<file path="src/rtl/pet_pkg.sv">
// Shared constants, FSM state codes and packed-field helper for the pet core.
package pet_pkg;

  localparam int unsigned LEVEL_W_DEF    = 3;
  localparam int unsigned LEVEL_MAX_DEF  = 5;
  localparam int unsigned LOW_THRESH_DEF = 2;
  localparam int unsigned TICK_DIV_MS    = 50000;
  localparam int unsigned PERIOD_W_DEF   = 16;
  localparam int unsigned FIELD_VEC_W    = 512;

  typedef enum logic [1:0] {
    PET_IDLE  = 2'd0,
    PET_SLEEP = 2'd1,
    PET_PLAY  = 2'd2,
    PET_DEAD  = 2'd3
  } pet_state_e;

  // Returns the w-bit field idx of a packed vector (field 0 at the LSB).
  function automatic int unsigned period_field(input logic [FIELD_VEC_W-1:0] vec,
                                               input int unsigned idx,
                                               input int unsigned w);
    logic [FIELD_VEC_W-1:0] shifted;
    logic [31:0]            mask;
    shifted = vec >> (idx * w);
    mask    = 32'((64'd1 << w) - 64'd1);
    return 32'(shifted) & mask;
  endfunction

endpackage

</file>
<file path="src/rtl/need_channel.sv">
// One need channel: a level register and its period counter with the
// load / halt / refill / recover / decay priority chain.
module need_channel
  import pet_pkg::*;
#(
  parameter int unsigned LEVEL_W    = LEVEL_W_DEF,
  parameter int unsigned LEVEL_MAX  = LEVEL_MAX_DEF,
  parameter int unsigned PERIOD_W   = PERIOD_W_DEF,
  parameter int unsigned DECAY_MS   = 1,
  parameter int unsigned RECOVER_MS = 1
) (
  input  logic               clk_i,
  input  logic               rst_ni,
  input  logic               tick_i,
  input  logic               halt_i,
  input  logic               load_en_i,
  input  logic [LEVEL_W-1:0] load_level_i,
  input  logic               refill_i,
  input  logic               recover_en_i,
  input  logic               hold_i,
  output logic [LEVEL_W-1:0] level_o
);

  localparam logic [LEVEL_W-1:0]  LVL_MAX    = LEVEL_W'(LEVEL_MAX);
  localparam logic [PERIOD_W-1:0] DECAY_LAST = PERIOD_W'(DECAY_MS - 1);
  localparam logic [PERIOD_W-1:0] REC_LAST   = PERIOD_W'(RECOVER_MS - 1);

  logic [LEVEL_W-1:0]  level_q, level_d;
  logic [PERIOD_W-1:0] cnt_q, cnt_d;
  logic                rec_q, rec_d;

  always_ff @(posedge clk_i or negedge rst_ni) begin
    if (!rst_ni) begin
      level_q <= LVL_MAX;
      cnt_q   <= '0;
      rec_q   <= 1'b0;
    end else begin
      level_q <= level_d;
      cnt_q   <= cnt_d;
      rec_q   <= rec_d;
    end
  end

  always_comb begin
    level_d = level_q;
    cnt_d   = cnt_q;
    rec_d   = rec_q;
    if (load_en_i) begin
      level_d = (load_level_i > LVL_MAX) ? LVL_MAX : load_level_i;
      cnt_d   = '0;
      rec_d   = recover_en_i;
    end else if (!halt_i) begin
      rec_d = recover_en_i;
      if (refill_i) begin
        if (level_q < LVL_MAX) level_d = level_q + LEVEL_W'(1);
        cnt_d = '0;
      end else if (recover_en_i != rec_q) begin
        // mode switch: no partial period carries over
        cnt_d = '0;
      end else if (tick_i && recover_en_i) begin
        if (level_q >= LVL_MAX) begin
          cnt_d = '0;
        end else if (cnt_q >= REC_LAST) begin
          level_d = level_q + LEVEL_W'(1);
          cnt_d   = '0;
        end else begin
          cnt_d = cnt_q + PERIOD_W'(1);
        end
      end else if (tick_i && !hold_i && (level_q != '0)) begin
        if (cnt_q >= DECAY_LAST) begin
          level_d = level_q - LEVEL_W'(1);
          cnt_d   = '0;
        end else begin
          cnt_d = cnt_q + PERIOD_W'(1);
        end
      end
    end
  end

  assign level_o = level_q;

endmodule

</file>
<file path="src/rtl/need_level_engine.sv">
// Need-level engine top: ms prescaler, sticky death flag, per-channel
// instances and level/flag bus packing.
module need_level_engine
  import pet_pkg::*;
#(
  parameter int unsigned NUM_NEEDS  = 3,
  parameter int unsigned LEVEL_W    = LEVEL_W_DEF,
  parameter int unsigned LEVEL_MAX  = LEVEL_MAX_DEF,
  parameter int unsigned LOW_THRESH = LOW_THRESH_DEF,
  parameter int unsigned TICK_DIV   = TICK_DIV_MS,
  parameter int unsigned PERIOD_W   = PERIOD_W_DEF,
  parameter logic [NUM_NEEDS*PERIOD_W-1:0] DECAY_MS   = {16'd20000, 16'd10000, 16'd40000},
  parameter logic [NUM_NEEDS*PERIOD_W-1:0] RECOVER_MS = {16'd10000, 16'd10000, 16'd10000}
) (
  input  logic                         clk_i,
  input  logic                         rst_ni,
  input  logic                         freeze_i,
  input  logic [NUM_NEEDS-1:0]         refill_i,
  input  logic [NUM_NEEDS-1:0]         recover_en_i,
  input  logic [NUM_NEEDS-1:0]         hold_i,
  input  logic                         load_en_i,
  input  logic [NUM_NEEDS*LEVEL_W-1:0] load_level_i,
  output logic [NUM_NEEDS*LEVEL_W-1:0] level_o,
  output logic [NUM_NEEDS-1:0]         low_o,
  output logic [NUM_NEEDS-1:0]         empty_o,
  output logic [NUM_NEEDS-1:0]         full_o,
  output logic                         dead_o,
  output logic                         tick_ms_o
);

  localparam int unsigned        PRE_W    = (TICK_DIV > 1) ? $clog2(TICK_DIV) : 1;
  localparam logic [PRE_W-1:0]   PRE_LAST = PRE_W'(TICK_DIV - 1);
  localparam logic [LEVEL_W-1:0] LVL_MAX  = LEVEL_W'(LEVEL_MAX);
  localparam logic [LEVEL_W-1:0] LVL_LOW  = LEVEL_W'(LOW_THRESH);

  logic [PRE_W-1:0] pre_q, pre_d;
  logic             tick_q, tick_d;
  logic             dead_q, dead_d;
  logic             halt_c;

  always_ff @(posedge clk_i or negedge rst_ni) begin
    if (!rst_ni) begin
      pre_q  <= '0;
      tick_q <= 1'b0;
      dead_q <= 1'b0;
    end else begin
      pre_q  <= pre_d;
      tick_q <= tick_d;
      dead_q <= dead_d;
    end
  end

  // Prescaler wraps every TICK_DIV cycles; the load strobe restarts it.
  always_comb begin
    pre_d  = pre_q;
    tick_d = 1'b0;
    if (load_en_i) begin
      pre_d = '0;
    end else if (!freeze_i) begin
      if (pre_q == PRE_LAST) begin
        pre_d  = '0;
        tick_d = 1'b1;
      end else begin
        pre_d = pre_q + PRE_W'(1);
      end
    end
  end

  always_comb begin
    dead_d = load_en_i ? 1'b0 : (dead_q | (|empty_o));
  end

  assign halt_c    = dead_q | freeze_i;
  assign dead_o    = dead_q;
  assign tick_ms_o = tick_q;

  for (genvar i = 0; i < NUM_NEEDS; i++) begin : g_ch
    localparam int unsigned DEC_I = period_field(FIELD_VEC_W'(DECAY_MS), i, PERIOD_W);
    localparam int unsigned REC_I = period_field(FIELD_VEC_W'(RECOVER_MS), i, PERIOD_W);

    need_channel #(
      .LEVEL_W   (LEVEL_W),
      .LEVEL_MAX (LEVEL_MAX),
      .PERIOD_W  (PERIOD_W),
      .DECAY_MS  (DEC_I),
      .RECOVER_MS(REC_I)
    ) u_ch (
      .clk_i       (clk_i),
      .rst_ni      (rst_ni),
      .tick_i      (tick_q),
      .halt_i      (halt_c),
      .load_en_i   (load_en_i),
      .load_level_i(load_level_i[i*LEVEL_W +: LEVEL_W]),
      .refill_i    (refill_i[i]),
      .recover_en_i(recover_en_i[i]),
      .hold_i      (hold_i[i]),
      .level_o     (level_o[i*LEVEL_W +: LEVEL_W])
    );

    assign low_o[i]   = (level_o[i*LEVEL_W +: LEVEL_W] <= LVL_LOW);
    assign empty_o[i] = (level_o[i*LEVEL_W +: LEVEL_W] == '0);
    assign full_o[i]  = (level_o[i*LEVEL_W +: LEVEL_W] == LVL_MAX);
  end

endmodule

</file>
<file path="config.mk">
export PLATFORM = sky130hd
export DESIGN_NAME = need_level_engine
export DESIGN_NICKNAME = d
export VERILOG_FILES = /design/src/rtl/pet_pkg.sv /design/src/rtl/need_channel.sv /design/src/rtl/need_level_engine.sv
export SDC_FILE = /design/constraint.sdc
export NUM_CORES = 1
export LEC_CHECK = 0
export ABC_AREA = 1
export CORE_UTILIZATION = 50
export DETAILED_ROUTE_END_ITERATION = 12
export MAX_ROUTING_LAYER = met4
export PLACE_DENSITY = 0.73
export RECOVER_POWER = 100
export SLEW_MARGIN = 25
export SYNTH_ARGS = -nofsm -noshare
export SYNTH_HDL_FRONTEND = slang
export SYNTH_SLANG_ARGS = --single-unit
</file>
<file path="constraint.sdc">
create_clock -name clk_i -period 1.79 [get_ports clk_i]
set_input_delay 0.2685 -clock clk_i [delete_from_list [all_inputs] [get_ports clk_i]]
set_output_delay 0.2685 -clock clk_i [all_outputs]
set_load 0.01 [all_outputs]
</file>
# After elaboration in Yosys (flattened, before gate mapping)
# Index checks and enable logic that the tools add are counted.
# W data, S select, Z words.
word_totals:
  output_inout_bits: 20
  inputBits: 22
  ff_bits: 78
  wordCells: 167
classes:
  reduce_logical: 34
  n_eq_ne: 20
  mux: 72
  bitwise_logic: 2
  n_addsub: 10
  n_lt_le_gt_ge: 17
op_table:
  columns: ["operator", "n"]
  rows:
  - ["$mux W16", 29]
  - ["$mux W3", 33]
  - ["$add A16 B1 Y16 const B", 4]
  - ["$ge A16 B14 Y1 const B", 3]
  - ["$ne A4 B4 Y1 const B", 5]
  - ["$reduce_bool A4 Y1", 5]
  - ["$eq A16 B16 Y1 const B", 1]
  - ["$ge A16 B15 Y1 const B", 1]
  - ["$ge A16 B16 Y1 const B", 1]
  - ["$reduce_bool A5 Y1", 3]
  - ["$reduce_and A7 Y1", 2]
  - ["$reduce_bool A3 Y1", 4]
  - ["$mux W1", 10]
  - ["$add A3 B1 Y3 const B", 3]
  - ["$eq A3 B3 Y1 const B", 3]
  - ["$ge A3 B3 Y1 const B", 3]
  - ["$gt A3 B3 Y1 const B", 3]
  - ["$le A3 B2 Y1 const B", 3]
  - ["$logic_and A1 B1 Y1", 9]
  - ["$logic_not A3 Y1", 3]
  - ["$lt A3 B3 Y1 const B", 3]
  - ["$ne A3 B1 Y1 const B", 3]
  - ["$ne A3 B3 Y1 const B", 3]
  - ["$sub A3 B1 Y3 const B", 3]
  - ["other kinds (8)", 15]

# Longest topological paths before layout
logic_depth:
  ltp_word: 9
  depth_mapped: 13
  depth_no_buf: 13

# Modules after synthesis
# Synthesis repeated with hierarchy kept, for this count alone.
unflattened:
  hier_cells: 812
  hier_area_um2: 5515.3
modules_own_cells:
  columns: ["module", "instances", "cells_each", "seq_area_each_um2", "area_per_inst_um2"]
  rows:
  - ["need_channel at g_ch[1].u_ch", 1, 235, 503.0, 1487.7]
  - ["need_channel at g_ch[2].u_ch", 1, 201, 503.0, 1443.9]
  - ["need_channel at g_ch[0].u_ch", 1, 208, 503.0, 1417.6]
  - ["need_level_engine", 1, 168, 450.4, 1166.1]

# Least setup slack after synthesis
# Ideal clock, no wire load.
synth_path:
  path_kind: "register -> register"
  start: "reg g_ch[0].u_ch.level_q[0]"
  end: "reg g_ch[0].u_ch.cnt_q[3]"
  arrival_time_ns: 1.691
  period_less_slack_ns: 1.811
  setup_time_ns: 0.120
  setup_slack_ns: -0.021
  path_buffers: 1
  stages_incl_launch_ff: 11
  required_time_ns: 1.670
  path_cell_list: "dfstp_2 inv_1 ha_1 nand2_1 nand2_1 nand3_1 nand2_2 buf_4 nor2_1 xor2_1 nor2_1"
synth_via:
  elab_chain_cells: 7
  word_cells_on_any_way: 11
  classes_between: "order compare (1); mux (6); reduce/logical (4)"
synth_rtl:
  columns: ["item", "line_no", "source"]
  rows:
  - ["from (decl)", "need_channel.sv:28", "logic [LEVEL_W-1:0] level_q, level_d;"]
  - ["from (signal assigned)", "need_channel.sv:38", "level_q <= level_d;"]
  - ["$ge A3 B3 Y1", "need_channel.sv:61", "if (level_q >= LVL_MAX) begin"]
  - ["$mux W16", "need_channel.sv:61", null]
  - ["$mux W16", "need_channel.sv:60", "end else if (tick_i && recover_en_i) begin"]
  - ["$mux W16", "need_channel.sv:57", "end else if (recover_en_i != rec_q) begin"]
  - ["$mux W16", "need_channel.sv:54", "if (refill_i) begin"]
  - ["$mux W16", "need_channel.sv:52", "end else if (!halt_i) begin"]
  - ["$mux W16", "need_channel.sv:48", "if (load_en_i) begin"]
  - ["to (signal assigned)", "need_channel.sv:39", "cnt_q <= cnt_d;"]
  - ["to (decl)", "need_channel.sv:29", "logic [PERIOD_W-1:0] cnt_q, cnt_d;"]
# Several ways; a longest one is shown, not always the timed one. The select of a mux whose other input is x is not followed.
# A chain may end at the register's enable or synchronous reset.

# Final worst setup path
layout_path:
  start: "reg g_ch[1].u_ch.level_q[0]"
  end: "reg g_ch[1].u_ch.cnt_q[7]"
layout_via:
  elab_chain_cells: 7
  word_cells_on_any_way: 11
  classes_between: "order compare (1); mux (6); reduce/logical (4)"
layout_rtl:
  columns: ["item", "line_no"]
  rows:
  - ["from (decl)", "need_channel.sv:28"]
  - ["from (signal assigned)", "need_channel.sv:38"]
  - ["$ge A3 B3 Y1", "need_channel.sv:61"]
  - ["$mux W16", "need_channel.sv:61"]
  - ["$mux W16", "need_channel.sv:60"]
  - ["$mux W16", "need_channel.sv:57"]
  - ["$mux W16", "need_channel.sv:54"]
  - ["$mux W16", "need_channel.sv:52"]
  - ["$mux W16", "need_channel.sv:48"]
  - ["to (signal assigned)", "need_channel.sv:39"]
  - ["to (decl)", "need_channel.sv:29"]
# Several ways; a longest one is shown, not always the timed one. The select of a mux whose other input is x is not followed.

==> results.toml <==
[sta]
post-route-period-util = 0.994
rsz0062_at_grt = "true"
clock_skew_ns = 0.0106
slew_violations = 0
hold_viol = 0
fmax_mhz = 562
slew_headroom = 0.475
hold_ws_ns = 0.499
tns_ns = 0
tightest_slew_ns = 0.788
finalSetupViolCount = 0
period_needed_ns = 1.78

[cts]
clock_latency_ns = 0.36
clock_path_buffers = 2
cts_tree = "built"
cts_sinks = 78
clockRootBuffer = "clkbuf_8"
cts_buffers = 9
htree_levels = 3
path_clk_slew_ns = 0.08

[finish]
syn_to_final_growth_pct = 31.2
multiInputGateArea_um2 = 3020
n_antenna_cell = 0
nNetsFinal = 928
drive_gt1_frac = 0.217
fin_util = 0.673
num-fill-cells = 854
seq_area_um2 = 1960
fin_cells = 1028

[synthesis]
yosysUniqueCellTypes = 50
ys_warn_count = 0
synthCells = 755
synth_flop_cell = "dfrtp_1"
yosys.area.top_type = "dfrtp_1"
async_flop_share = 1.00
synth_area_leaders = "dfrtp_1 34%, nand2_1 15%, nor2_1 8.4%, inv_1 7.4%, nand3_1 5.7%"
syn_area_per_cell_um2 = 6.95
synth-seq-area-share = 0.374
synth_edf_count = 0
syn_area_um2 = 5250
synth_top_cell_area_share = 0.344
ys_ff_latch = 78
syn_nets = 796

[setup_path]
cp.arrival_ns = 2.02
setup.worst_path.class = "reg2reg"
cp.required_ns = 2.03
critPathCapture = "g_ch[1].u_ch.cnt_q[7]"
r2r_slack_ns = 0.01
rr_endpoint = "g_ch[1].u_ch.cnt_q[7]"
r2r_start = "g_ch[1].u_ch.level_o[0]"
worstPathMaxFanout = 6
r2r_cells = 12
setup.worst_path.end_class = "flop"
startpoint_type = "flop"
startpoint = "g_ch[1].u_ch.level_o[0]"

[status]
status = "completed"

[floorplan]
die_area_um2 = 10900
die_y_um = 104
die_width_um = 104
row_count = 37
coreArea_um2 = 10200
io_pins = 42
floorplan.initialDensity = 0.513

[global_route]
grt_usage = 0.254
grt_pass1_vias = 4970
grt_start_max_net_pins = 36
grt_pass1_wl_um = 21800
antenna_found_initial = 0
overflow = 0

[power]
p_leak_nw = 3.41
p_per_area_nw_per_um2 = 895
pwr-share-clk = 0.262
switching_power_mw = 2.10
p_seq_frac = 0.334
combPwrFrac = 0.404
p_int_mw = 4.06
peakVddDrop_uv = 706
finalPower_mw = 6.16
switching_share = 0.341

[placed_design]
port-buffer-count = 41
dp.cells = 1001
dpl.hpwl_um = 9840
routabilityCongestion = 0.943

[route]
initialDrtViolationCount = 188
via_count = 5264
wl_per_cell_um = 13.0
vias_per_cell = 5.12
first_pass_iters = 6
final_antenna_net_count = 0
drc = 0
routed_wl_um = 13400

[worst_hold_path]
worst_hold_path_type = "reg2reg"
min_path_cells = 2

[run]
cap_violations = 0
## registers in the layout (all words and copies together) (netlist names)
| signal | flops |
|---|---|
| dead_o | 1 |
| g_ch.u_ch.cnt_q | 48 |
| g_ch.u_ch.level_o | 9 |
| g_ch.u_ch.rec_q | 3 |
| pre_q | 16 |
| tick_ms_o | 1 |
## area by class of cell
class	count	area share
timing repair buffer	132	0.155
clock buffer	10	0.0185
sequential	78	0.285
clock inverter	6	0.0158
tap	136	0.0247
multi-input combinational	555	0.439
inverter	111	0.0625
## per-stage QoR
step | setup slack [ns] | area [µm²]
after global routing | -0.0778 | 6880
final | 0.0110 | 6880
after CTS | -0.00964 | 6640
after floorplan | 0.0106 | 5250
after detailed placement | -0.294 | 6360
after global placement | -0.194 | 6360
## kinds of logic after synthesis
kind of cell / share of synthesized area
AO/OA/AOI/OAI: 0.0897
XOR/XNOR: 0.0434
adder cells (fa/ha/maj): 0.0453
buffers and inverters: 0.0937
flip-flops: 0.374
AND/OR/NAND/NOR: 0.354
## per-layer routing
| metal | global-route usage | up-vias | routed length [µm] |
|---|---|---|---|
| met5 | - | - | 0 |
| met4 | 0.122 | 0 | 445 |
| met3 | 0.0288 | 38 | 586 |
| met2 | 0.415 | 138 | 6490 |
| met1 | 0.315 | 2436 | 5860 |
| li1 | - | 2652 | - |
## placed cells by master, fill, tap and decap left out, types with 4 or more instances in the layout
master and n:
xor2_1 15, o21ai_1 6, clkbuf_8 9, inv_2 8
a21oi_1 18, inv_4 5, buf_4 80, o21bai_1 6
xnor2_1 10, ha_4 6, dfstp_2 6, nand2_1 195
nor2_1 107, nand2_2 10, clkdlybuf4s50_1 26, nand4_1 10
buf_2 9, nand2_4 4, buf_6 8, nor2_4 5
dfrtp_1 72, inv_1 97, o221ai_1 5, nand3_2 7
dlygate4sd2_1 5, o21ai_0 22, nor2_2 11, nor3_1 18
ha_1 10, nand3_1 53
## power groups by stage
| stage | Sequential (mW) | Combinational (mW) | Clock (mW) |
|---|---|---|---|
| after floorplan | 2.14 | 1.02 | 0 |
| after global placement | 2.09 | 2.15 | 0 |
| after detailed placement | 2.08 | 2.21 | 0 |
| after CTS | 2.05 | 2.19 | 1.63 |
| after global routing | 2.08 | 2.72 | 1.69 |
| final | 2.06 | 2.49 | 1.61 |
## worst max-delay path: stages, from the launching register on
cell     delay, ns
dfstp_2       0.55
inv_2         0.05
ha_4          0.16
inv_4         0.05
nor2_4        0.03
inv_2         0.05
a21oi_2       0.06
nand2_1       0.11
nand2_4       0.08
buf_4         0.16
nor2_4        0.20
nor2_2        0.06
o21a_1        0.10
## synthesized netlist by cell type, types with 10 or more instances
| cell | instances |
|---|---|
| nand3_1 | 60 |
| nor2_1 | 117 |
| xor2_1 | 15 |
| a21oi_1 | 18 |
| nor3_1 | 18 |
| o21ai_0 | 25 |
| xnor2_1 | 11 |
| ha_1 | 19 |
| nand2_1 | 204 |
| dfrtp_1 | 72 |
| inv_1 | 103 |
| nand4_1 | 10 |
## what timing repair did
item | in CTS | in global routing
resized for setup | 57 | 59
buffers inserted | 1 | 9
endpoints found under the setup margin | 40 | 63
pin swaps | 6 | 17
endpoints found under the hold margin | 26 | 0
hold buffers | 1 | 0
## worst min path at each step
stage                                       start                 endpoint  slack [ns]
after floorplan                            rst_ni                   dead_o       -0.03
after global placement                     rst_ni    g_ch[2].u_ch.cnt_q[9]        0.23
after detailed placement                   rst_ni    g_ch[2].u_ch.cnt_q[7]        0.23
after CTS                                  rst_ni    g_ch[2].u_ch.cnt_q[7]        0.39
after global routing      g_ch[1].u_ch.level_o[2]  g_ch[1].u_ch.level_o[2]        0.51
final                          g_ch[2].u_ch.rec_q       g_ch[2].u_ch.rec_q        0.50
Power figures use the tool's default switching activity.
